===== config.mk =====
export PLATFORM = sky130hd
export DESIGN_NAME = myca_seq
export DESIGN_NICKNAME = d
export VERILOG_FILES = /design/src/rtl/myca_seq.sv
export SDC_FILE = /design/constraint.sdc
export NUM_CORES = 1
export LEC_CHECK = 0
export ABC_AREA = 0
export CAP_MARGIN = 20
export CORE_MARGIN = 2
export CORE_UTILIZATION = 40
export DETAILED_ROUTE_END_ITERATION = 8
export HOLD_SLACK_MARGIN = 0.08
export PLACE_DENSITY = 0.62
export SLEW_MARGIN = 10
export SYNTH_ARGS = -nofsm -noshare
export SYNTH_HDL_FRONTEND = slang
export SYNTH_SLANG_ARGS = --single-unit

===== constraint.sdc =====
create_clock -name ck -period 2 [get_ports ck]
set_clock_uncertainty 0.2 [all_clocks]
set_input_delay 0.4 -clock ck [delete_from_list [all_inputs] [get_ports ck]]
set_output_delay 0.4 -clock ck [all_outputs]
set_load 0.05 [all_outputs]

===== src/rtl/myca_seq.sv =====
// Myca microprogram sequencer: executes one opcode per enabled step and
// produces the next microcode ROM address, with a bounded return stack and loop counter.
module myca_seq #(
    parameter int unsigned AW = 4,
    parameter int unsigned SD = 4,
    localparam int unsigned SPW = $clog2(SD + 1)
) (
    input  logic           ck,
    input  logic           rst,
    input  logic           en,
    input  logic [2:0]     opc,
    input  logic [AW-1:0]  dir,
    input  logic           cnd,
    output logic [AW-1:0]  pc,
    output logic [AW-1:0]  cnt,
    output logic [SPW-1:0] sp,
    output logic           rdy,
    output logic           stp,
    output logic           err
);

    typedef enum logic [1:0] {
        S_FETCH = 2'd0,
        S_EXEC  = 2'd1,
        S_ERR   = 2'd2
    } state_t;

    typedef enum logic [2:0] {
        OP_NXT  = 3'd0,
        OP_JMP  = 3'd1,
        OP_JT   = 3'd2,
        OP_JF   = 3'd3,
        OP_CALL = 3'd4,
        OP_RET  = 3'd5,
        OP_LDC  = 3'd6,
        OP_DJNZ = 3'd7
    } op_t;

    state_t         r_state;
    state_t         w_state_nxt;
    logic [AW-1:0]  r_pc;
    logic [AW-1:0]  r_cnt;
    logic [SPW-1:0] r_sp;
    logic           r_stp;
    logic           r_err;
    logic [AW-1:0]  r_stack [SD];

    op_t            w_op;
    logic [AW-1:0]  w_pc_inc;
    logic [AW-1:0]  w_cnt_dec;
    logic [AW-1:0]  w_top;
    logic           w_full;
    logic           w_empty;
    logic [AW-1:0]  w_pc_nxt;
    logic [AW-1:0]  w_cnt_nxt;
    logic [SPW-1:0] w_sp_nxt;
    logic           w_push;
    logic           w_fault;
    logic           w_exec;

    assign w_op      = op_t'(opc);
    assign w_pc_inc  = r_pc + AW'(1);
    assign w_cnt_dec = r_cnt - AW'(1);
    assign w_full    = (r_sp == SPW'(SD));
    assign w_empty   = (r_sp == '0);

    // Top of stack is the entry at index sp-1; a mux avoids an out-of-range index when empty.
    always_comb begin
        w_top = '0;
        for (int unsigned i = 0; i < SD; i++) begin
            if (r_sp == SPW'(i + 1)) begin
                w_top = r_stack[i];
            end
        end
    end

    always_comb begin
        w_state_nxt = r_state;
        w_pc_nxt    = r_pc;
        w_cnt_nxt   = r_cnt;
        w_sp_nxt    = r_sp;
        w_push      = 1'b0;
        w_fault     = 1'b0;
        w_exec      = 1'b0;
        case (r_state)
            S_FETCH: w_state_nxt = S_EXEC;
            S_EXEC: begin
                if (en) begin
                    w_exec = 1'b1;
                    case (w_op)
                        OP_NXT: w_pc_nxt = w_pc_inc;
                        OP_JMP: w_pc_nxt = dir;
                        OP_JT:  w_pc_nxt = cnd ? dir : w_pc_inc;
                        OP_JF:  w_pc_nxt = cnd ? w_pc_inc : dir;
                        OP_CALL: begin
                            if (w_full) begin
                                w_fault = 1'b1;
                            end else begin
                                w_push   = 1'b1;
                                w_sp_nxt = r_sp + SPW'(1);
                                w_pc_nxt = dir;
                            end
                        end
                        OP_RET: begin
                            if (w_empty) begin
                                w_fault = 1'b1;
                            end else begin
                                w_sp_nxt = r_sp - SPW'(1);
                                w_pc_nxt = w_top;
                            end
                        end
                        OP_LDC: begin
                            w_cnt_nxt = dir;
                            w_pc_nxt  = w_pc_inc;
                        end
                        OP_DJNZ: begin
                            if (r_cnt == '0) begin
                                w_pc_nxt = w_pc_inc;
                            end else begin
                                w_cnt_nxt = w_cnt_dec;
                                w_pc_nxt  = (w_cnt_dec != '0) ? dir : w_pc_inc;
                            end
                        end
                        default: w_pc_nxt = w_pc_inc;
                    endcase
                    w_state_nxt = w_fault ? S_ERR : S_FETCH;
                end
            end
            S_ERR:   w_state_nxt = S_ERR;
            default: w_state_nxt = S_FETCH;
        endcase
    end

    always_ff @(posedge ck or posedge rst) begin
        if (rst) begin
            r_state <= S_FETCH;
            r_pc    <= '0;
            r_cnt   <= '0;
            r_sp    <= '0;
            r_stp   <= 1'b0;
            r_err   <= 1'b0;
            for (int unsigned i = 0; i < SD; i++) begin
                r_stack[i] <= '0;
            end
        end else begin
            r_state <= w_state_nxt;
            r_stp   <= w_exec;
            r_err   <= r_err | w_fault;
            // A faulting step leaves the architectural registers at their old values.
            if (!w_fault) begin
                r_pc  <= w_pc_nxt;
                r_cnt <= w_cnt_nxt;
                r_sp  <= w_sp_nxt;
            end
            for (int unsigned i = 0; i < SD; i++) begin
                if (w_push && (r_sp == SPW'(i))) begin
                    r_stack[i] <= w_pc_inc;
                end
            end
        end
    end

    assign pc  = r_pc;
    assign cnt = r_cnt;
    assign sp  = r_sp;
    assign rdy = (r_state == S_EXEC);
    assign stp = r_stp;
    assign err = r_err;

endmodule


Word level (Yosys, flattened, before mapping) --
Cells that the tools add are included.
Cells by class: bitwise operators 2, multiplexer cells 32, eq/ne operators 17, reductions and logical operators 15, add/subtract/negate cells 4
Operators with widths (count):
- 2-to-1 mux 4 bit | 11
- case mux 4 bit (7 select lines) | 1
- equality test 3 bit, second input constant | 5
- equality test 3 x 2 -> 1 bit, second input constant | 4
- 2-to-1 mux 1 bit | 12
- AND reduction 5 bit | 2
- inequality test 2 bit, second input constant | 4
- case mux 4 bit (2 select lines) | 1
- equality test 3 x 1 -> 1 bit, second input constant | 2
- logical NOT 3 bit | 2
- 2-to-1 mux 3 bit | 2
- case mux 2 bit (3 select lines) | 1
- case mux 3 bit (2 select lines) | 1
- AND reduction 6 bit | 1
- adder 4 x 1 -> 4 bit, second input constant | 1
- logical AND 1 bit | 4
- logical NOT 4 bit | 1
- 2-to-1 mux 2 bit | 2
- nonzero test 2 bit | 2
- nonzero test 4 bit | 1
- subtractor 4 x 1 -> 4 bit, second input constant | 1
- adder 3 x 1 -> 3 bit, second input constant | 1
- subtractor 3 x 1 -> 3 bit, second input constant | 1
- equality test 2 x 1 -> 1 bit, second input constant | 1
- other kinds (6) | 6
Storage, ports and cells: flip-flop bits (word level) 31, output and inout port bits 14, logic and storage cells 80

Longest topological paths before layout --
word-level depth 9, gate-level depth with buffers 9, depth with buffers taken out 8

Worst setup path before layout --
No wires, ideal clock.
path type register to register, start point reg r_sp[2] (netlist: sp[2]), end point reg r_pc[0] (netlist: pc[0]), stages on the path, launching flop included 10, arrival 2.122 ns, setup time 0.077 ns, setup slack -0.399 ns, clock period less this slack 2.399 ns, required time 1.723 ns, cell sequence dfrtp_1 -> buf_2 -> inv_1 -> ha_1 -> nor4b_2 -> a222oi_1 -> a211o_1 -> o21ai_0 -> a221oi_1 -> o21ai_1
On the way: longest elaborated chain between the ends 9, elaborated cells on any way between the ends 22, classes of those cells eq/ne (6); mux (13); bitwise (1); reduce/logical (2)
Ends and longest elaborated chain:
- from (decl) | RTL line 43 | logic [SPW-1:0] r_sp;
- from (signal assigned) | RTL line 153 | r_sp <= w_sp_nxt;
- equality test 3 bit / logical NOT 3 bit (equally long branches) | RTL line 64, 71, 65
- 2-to-1 mux 1 bit, on equally long branches | RTL line 96, 105
- case mux 1 bit (2 select lines) | RTL line 90 | case (w_op)
- 2-to-1 mux 1 bit | RTL line 88 | if (en) begin
- 2-to-1 mux 1 bit | RTL line 85 | case (r_state)
- 2-to-1 mux 1 bit | RTL line 88
- 2-to-1 mux 1 bit | RTL line 85
- inverter 1 bit (no source line)
- AND reduction 5 bit (no source line)
- to (signal assigned) | RTL line 151 | r_pc <= w_pc_nxt;
- to (decl) | RTL line 41 | logic [AW-1:0] r_pc;
Parallel ways exist; a longest one is shown, timed or not. The select of a mux whose other input is x is not followed. A chain may end at the register's enable or synchronous reset.

Worst setup path after layout --
start point reg r_cnt[1] (netlist: cnt[1]), end point reg r_pc[2] (netlist: pc[2])
On the way: longest elaborated chain between the ends 5, elaborated cells on any way between the ends 6, classes of those cells add/sub (1); mux (3); reduce/logical (2)
Ends and longest elaborated chain:
- from (decl) | RTL line 42 | logic [AW-1:0] r_cnt;
- from (signal assigned) | RTL line 152 | r_cnt <= w_cnt_nxt;
- subtractor 4 x 1 -> 4 bit | RTL line 63 | assign w_cnt_dec = r_cnt - AW'(1);
- nonzero test 4 bit | RTL line 121 | w_pc_nxt = (w_cnt_dec != '0) ? dir : w_pc_inc;
- 2-to-1 mux 4 bit | RTL line 121
- 2-to-1 mux 4 bit * | RTL line 117 | if (r_cnt == '0) begin
- case mux 4 bit (7 select lines) * | RTL line 90
Every way passes the cells marked *; elsewhere a longest branch is shown, timed or not.

==> flow_summary.json <==
{
  "clk_pin_slew_ns": 0.07,
  "ys_types": 38,
  "dp_hpwl_um": 3660,
  "synth_common_cells": "dfrtp_1 (31), nand2_1 (27), inv_1 (16), o21ai_0 (16), mux2_2 (12)",
  "grt_pass1_vias": 1710,
  "setup_ws_ns": -0.171,
  "synth_xor_area_share_pct": 3.36,
  "hold_path_class": "reg2reg",
  "vdd.ir_drop.worst_mv": 0.801,
  "hold_viol": 0,
  "critPathLaunchType": "flip-flop",
  "clkSinkCount": 31,
  "cts_hold_buffers": 0,
  "antenna_found_initial": 0,
  "first_pass_iters": 4,
  "synth_most_common_cell": "dfrtp_1",
  "slowest_stage": "dfrtp_2",
  "synth_top_area_share_pct": 42.5,
  "vias_per_cell": 5.52,
  "syn-mean-instance-area_sq_um": 9.50,
  "drive_above_1_share_pct": 44.5,
  "rsz0062_at_grt": "true",
  "synth_compound_area_share_pct": 17.6,
  "fin_crit_sh_pct": 109,
  "clkLatencyLatePin_ns": 0.29,
  "grt_max_degree": 32,
  "place.port_buffers": 24,
  "synth_edf_count": 0,
  "cts_buffer_depth": 2,
  "power_density_nw_per_um2": 1450,
  "slew_viol_final": 0,
  "vias": 1750,
  "ys.flop_type": "dfrtp_1",
  "synth.area.top_cells": "dfrtp_1 (43%), mux2_2 (7.4%), ha_1 (6.2%)",
  "critPathKind": "reg2reg",
  "synth-async-reset-ratio_pct": 100,
  "placed_cell_area_sq_um": 2490,
  "max_freq_ghz": 0.461,
  "synth_seq_cells": 31,
  "cp.arrival_ns": 2.14,
  "power_leakage_nw": 1.28,
  "grt_pass1_wl_um": 8160,
  "yosys.area_share.adder_pct": 6.17,
  "synthMuxAreaShare_pct": 9.05,
  "syn_area_sq_um": 1820,
  "netlist_instances": 192,
  "post_drt_wl_per_cell_um": 16.3,
  "design_area_sq_um": 2790,
  "synth_seq_area_share_pct": 42.5,
  "final_util_pct": 63.6,
  "path_max_fanout": 3,
  "period_needed_ns": 2.17,
  "drc": 0,
  "die_h_um": 71.5,
  "syn_nets": 212,
  "start_util_pct": 41.6,
  "yosys.area.top_type": "dfrtp_1",
  "area_growth_pct": 52.7,
  "tightest_slew_ns": 0.605,
  "worstPathCellList": "or3_4, o41ai_4, a21oi_2, buf_4, a31o_4, a221oi_4, o22ai_1",
  "antenna_left": 0,
  "critPathMaxStageDelay_ns": 0.43,
  "outcome": "finished with violations",
  "end_kind": "flip-flop",
  "slew-limit-headroom_pct": 59.4,
  "grt_usage_pct": 20.7,
  "drtIter0Drc": 134,
  "setup_viol": 3,
  "ioPinCount": 25,
  "place.gp.congestion": 0.865,
  "drv_cap": 0,
  "core_area_sq_um": 4380,
  "violations": "negative setup slack",
  "finalPower_w": 0.00405,
  "grt_overflow_total": 0,
  "fin_nets": 284,
  "synth_simple_gate_area_share_pct": 16.9,
  "required_ns": 1.96,
  "h-tree-depth": 2,
  "synth_top_family_by_area": "compound AO/OA/AOI/OAI gates",
  "cts_buffers": 5,
  "root_buffer": "clkbuf_8",
  "die_x_um": 71.5,
  "cts_tree": "done",
  "rows": 24,
  "totalWireLength_um": 5180,
  "synth_warnings": 0,
  "diodes": 0,
  "design.die.area_sq_um": 5120
}
## power breakdown
part | leakage [nW] | switching (W) | internal, W
clock | 0.0612 | 0.000253 | 0.000403
combinational | 0.822 | 0.00130 | 0.00102
sequential | 0.395 | 0.000196 | 0.000872
## routing by layer
| layer | track usage (%) | wire [um] | vias up |
|---|---|---|---|
| li1 | - | - | 831 |
| met1 | 25.7 | 2230 | 850 |
| met2 | 34.7 | 2630 | 59 |
| met4 | 8.60 | 79 | 0 |
| met3 | 4.50 | 243 | 10 |
| met5 | 0 | 0 | - |
## logic make-up after synthesis
kind of cell / Yosys count
and+or+nand+nor: 63
AOI/OAI and AO/OA: 46
muxes: 15
buffers and inverters: 21
xor gates and xnor gates: 7
DFF: 31
adders and majority gates: 9
## worst paths after layout
check                           start         end  slack [ns]  depth (start not counted)
setup reg to reg               cnt[1]       pc[2]       -0.17                          7
min in group asynchronous         rst       pc[2]        0.30                          3
max in group asynchronous         rst       sp[2]        0.98                          3
setup / recovery               cnt[1]       pc[2]       -0.17                          7
hold reg to reg            r_state[1]  r_state[0]        0.26                          1
hold / removal             r_state[1]  r_state[0]        0.26                          1
## what timing repair did
item                       in CTS  in global routing
setup endpoints to repair       8                 20
pin swaps                       9                  7
resized for setup              11                 14
cloned                          0                  0
buffers inserted                3                  3
## cell type report
cell class	count	area [sq um]
tap	52	65.1
multi-input combinational	140	1150
inverter	16	62.6
fill	361	1600
timing repair buffer	70	603
clock inverter	2	35.0
sequential	31	783
clock buffer	6	82.6
## worst max-delay path: cells and delay by family, from the launching register on
family | cells | cell delay (ns)
buffers and inverters | 1 | 0.14
AND/OR/NAND/NOR | 1 | 0.40
AO/OA/AOI/OAI | 5 | 0.88
flip-flops | 1 | 0.43
## flip-flops by register name, indices dropped and copies added (netlist names)
name and cells:
err 1, stp 1, r_state 2, pc 4
sp 3, r_stack 16, cnt 4
## stage by stage
stage,TNS (ns),cells,setup WS [ns],hold slack [ns]
after global placement,-5.77,303,-0.290,0.241
after CTS,-0.496,314,-0.197,0.261
after global routing,-0.903,317,-0.217,0.287
after detailed placement,-6.37,303,-0.331,0.250
after floorplan,-0.219,192,-0.0757,0.222
final,-0.431,317,-0.171,0.265
## cells in the final DEF (no fill, tap or decap), drive strengths merged, types with 5 or more instances in the layout
| cell | Yosys | routed |
|---|---|---|
| buf | 2 | 60 |
| dfrtp | 31 | 31 |
| nand2 | 27 | 27 |
| o21ai | 18 | 18 |
| inv | 16 | 16 |
| mux2 | 12 | 12 |
| nand3 | 10 | 10 |
| clkdlybuf4s50 | 0 | 9 |
| nor2 | 9 | 9 |
| ha | 9 | 9 |
| clkbuf | 3 | 6 |
| a221oi | 5 | 5 |
Note: power is estimated with default switching activity, not from simulation.
==> edit (same settings) <==
Change the parameter `AW` from 4 to 3.
--- a/src/rtl/myca_seq.sv
+++ b/src/rtl/myca_seq.sv
@@ -3,3 +3,3 @@
 module myca_seq #(
-    parameter int unsigned AW = 4,
+    parameter int unsigned AW = 3,
     parameter int unsigned SD = 4,
Interface: changed (resized cnt, dir and pc); port bits go from 25 to 22. The function was not compared with the original's and may differ.
==> edit against the unedited design <==
Total power shrank 37%; clock power decreased by 54%; synthesized cell count fell by 13%; area after synthesis down 12%; core utilization down 7.2 points; worst setup slack improved by 0.24 ns; non-clock buffer count is 12 lower; register-to-register slack gained 0.26 ns; cell count fell by 14%; wire length fell by 21%; sequential cell count shrank 6; final area decreased by 20%; largest cell class unchanged.
==> edit: results (changes against the unedited design) <==
WORST SETUP PATH
------------------------------------------------------------------------------------
Slowest stage delay, CP                                                      0.48 ns   was 0.43 ns
Maximum fanout along the worst path                                               13   was 3
CP max-delay cell                                                       sky130_fd_sc_hd__clkdlybuf4s50_1   was sky130_fd_sc_hd__dfrtp_2

POWER AND IR DROP
------------------------------------------------------------------------------------
Max rail drop VDD                                                           605.4 uV   was 801.4 uV

SYNTHESIS
------------------------------------------------------------------------------------
Synth Area per Inst                                                        9.607 um2   was 9.501 um2
Cell types with the largest area share after synthesis                  sky130_fd_sc_hd__dfrtp_1 39%, sky130_fd_sc_hd__ha_1 7.8%, sky130_fd_sc_hd__mux2_1 5.6%   was sky130_fd_sc_hd__dfrtp_1 43%, sky130_fd_sc_hd__mux2_2 7.4%, sky130_fd_sc_hd__ha_1 6.2%
Post-synthesis cell type count                                                    45   was 38

CELLS AND AREA
------------------------------------------------------------------------------------
Number of flip-flops under the largest register name                              12   was 16
Final layout net count                                                           244   was 284
Proportion of layout cells with a drive suffix above 1                        35.43%   was 44.53%

DRT
------------------------------------------------------------------------------------
Average vias per placed instance                                               5.319   was 5.521
Routed WL per cell                                                          14.92 um   was 16.34 um
Final wirelength                                                             4073 um   was 5181 um

CTS
------------------------------------------------------------------------------------
Clock buffers created by TritonCTS                                                 3   was 5
Clk slew on worst S/H paths                                                  0.09 ns   was 0.07 ns
Later-pin clock latency in the skew report                                   0.26 ns   was 0.29 ns
Number of levels the H-tree was split into                                         1   was 2

PLACE
------------------------------------------------------------------------------------
Post-place instance area                                                    2131 um2   was 2492 um2
Weighted congestion at the end of routability-driven global placement         0.8813   was 0.8645
Post-placement setup slack                                                -0.2832 ns   was -0.3313 ns
Placed cells                                                                     268   was 303

GRT
------------------------------------------------------------------------------------
Pin count of the biggest net entering global routing                              26   was 32
Number of global-route vias before repair                                       1537   was 1710
Global-route wire length before repair                                       6865 um   was 8155 um

OUTCOME
------------------------------------------------------------------------------------
Outcome                                                                 finished, final reports clean   was complete, but fails checks

[edit: cell count changes after synthesis, moves of 4 or more]
cell                       before  now
sky130_fd_sc_hd__mux2_2        12    1
sky130_fd_sc_hd__o21ai_0       16    5
sky130_fd_sc_hd__nand2_1       27   18
sky130_fd_sc_hd__mux2_1         0    8
sky130_fd_sc_hd__a21oi_1        4   11
sky130_fd_sc_hd__nand3_1       10    3
sky130_fd_sc_hd__dfrtp_1       31   25
sky130_fd_sc_hd__inv_1         16   11
sky130_fd_sc_hd__o21ai_1        2    7
sky130_fd_sc_hd__a221oi_1       4    0
sky130_fd_sc_hd__and3b_1        0    4
sky130_fd_sc_hd__o22ai_1        4    0
[edit: cell type report]
| cell class | instances | area, um2 |
|---|---|---|
| inverters | 13 | 48.80 |
| clock buffers | 4 | 45.04 |
| well taps | 50 | 62.56 |
| multi-input cells | 123 | 940.9 |
| fillers | 360 | 1719 |
| flip-flops and latches | 25 | 633.1 |
| repair buffers | 58 | 493.0 |
[edit: report_power, final]
| part | total, mW | switching [mW] | internal, mW |
|---|---|---|---|
| Combinational | 1.40 | 0.820 | 0.583 |
| Clock | 0.302 | 0.160 | 0.142 |
| Sequential | 0.830 | 0.139 | 0.691 |
| Total | 2.54 | 1.12 | 1.42 |
[edit: worst max-delay path, delay by kind of cell]
| kind | cells | cell delay (ns) |
|---|---|---|
| and+or+nand+nor | 3 | 0.49 |
| buffers and inverters | 2 | 0.66 |
| AOI/OAI and AO/OA | 2 | 0.32 |
[edit: routing by layer]
metal / GRT usage [%] / wire length, um / vias to the layer above
met2: 36.40 / 2155 / 21
li1: - / - / 719
met5: 0 / 0 / -
met3: 1.500 / 72 / 4
met1: 24.25 / 1774 / 708
met4: 8.163 / 71 / 0
[edit: repair_timing]
item / 4_1_cts / 5_1_grt
setup endpoints to repair: 1 / 9
setup buffers: 0 / 1
pin swaps: 1 / 5
resized for setup: 0 / 14
[edit: final timing paths]
kind	from	endpoint	slack, ns	cells after the start
min in group asynchronous	rst	r_stack[9]	0.29	3
max in group asynchronous	rst	sp[2]	1.04	3
min reg2reg	err	err	0.27	1
max reg2reg	sp[0]	r_stack[2]	0.09	6
min	err	err	0.27	1
max	opc[1]	pc[1]	0.07	7
[edit: logic make-up after synthesis]
family                   Yosys count  synth area share (%)
adder cells (fa/ha/maj)           10                 7.752
AO/OA/AOI/OAI                     43                 17.83
AND/OR/NAND/NOR                   54                 18.99
multiplexers                      11                 7.520
XOR/XNOR                           5                 3.179
buffers and inverters             20                 5.969
flip-flops                        25                 38.76
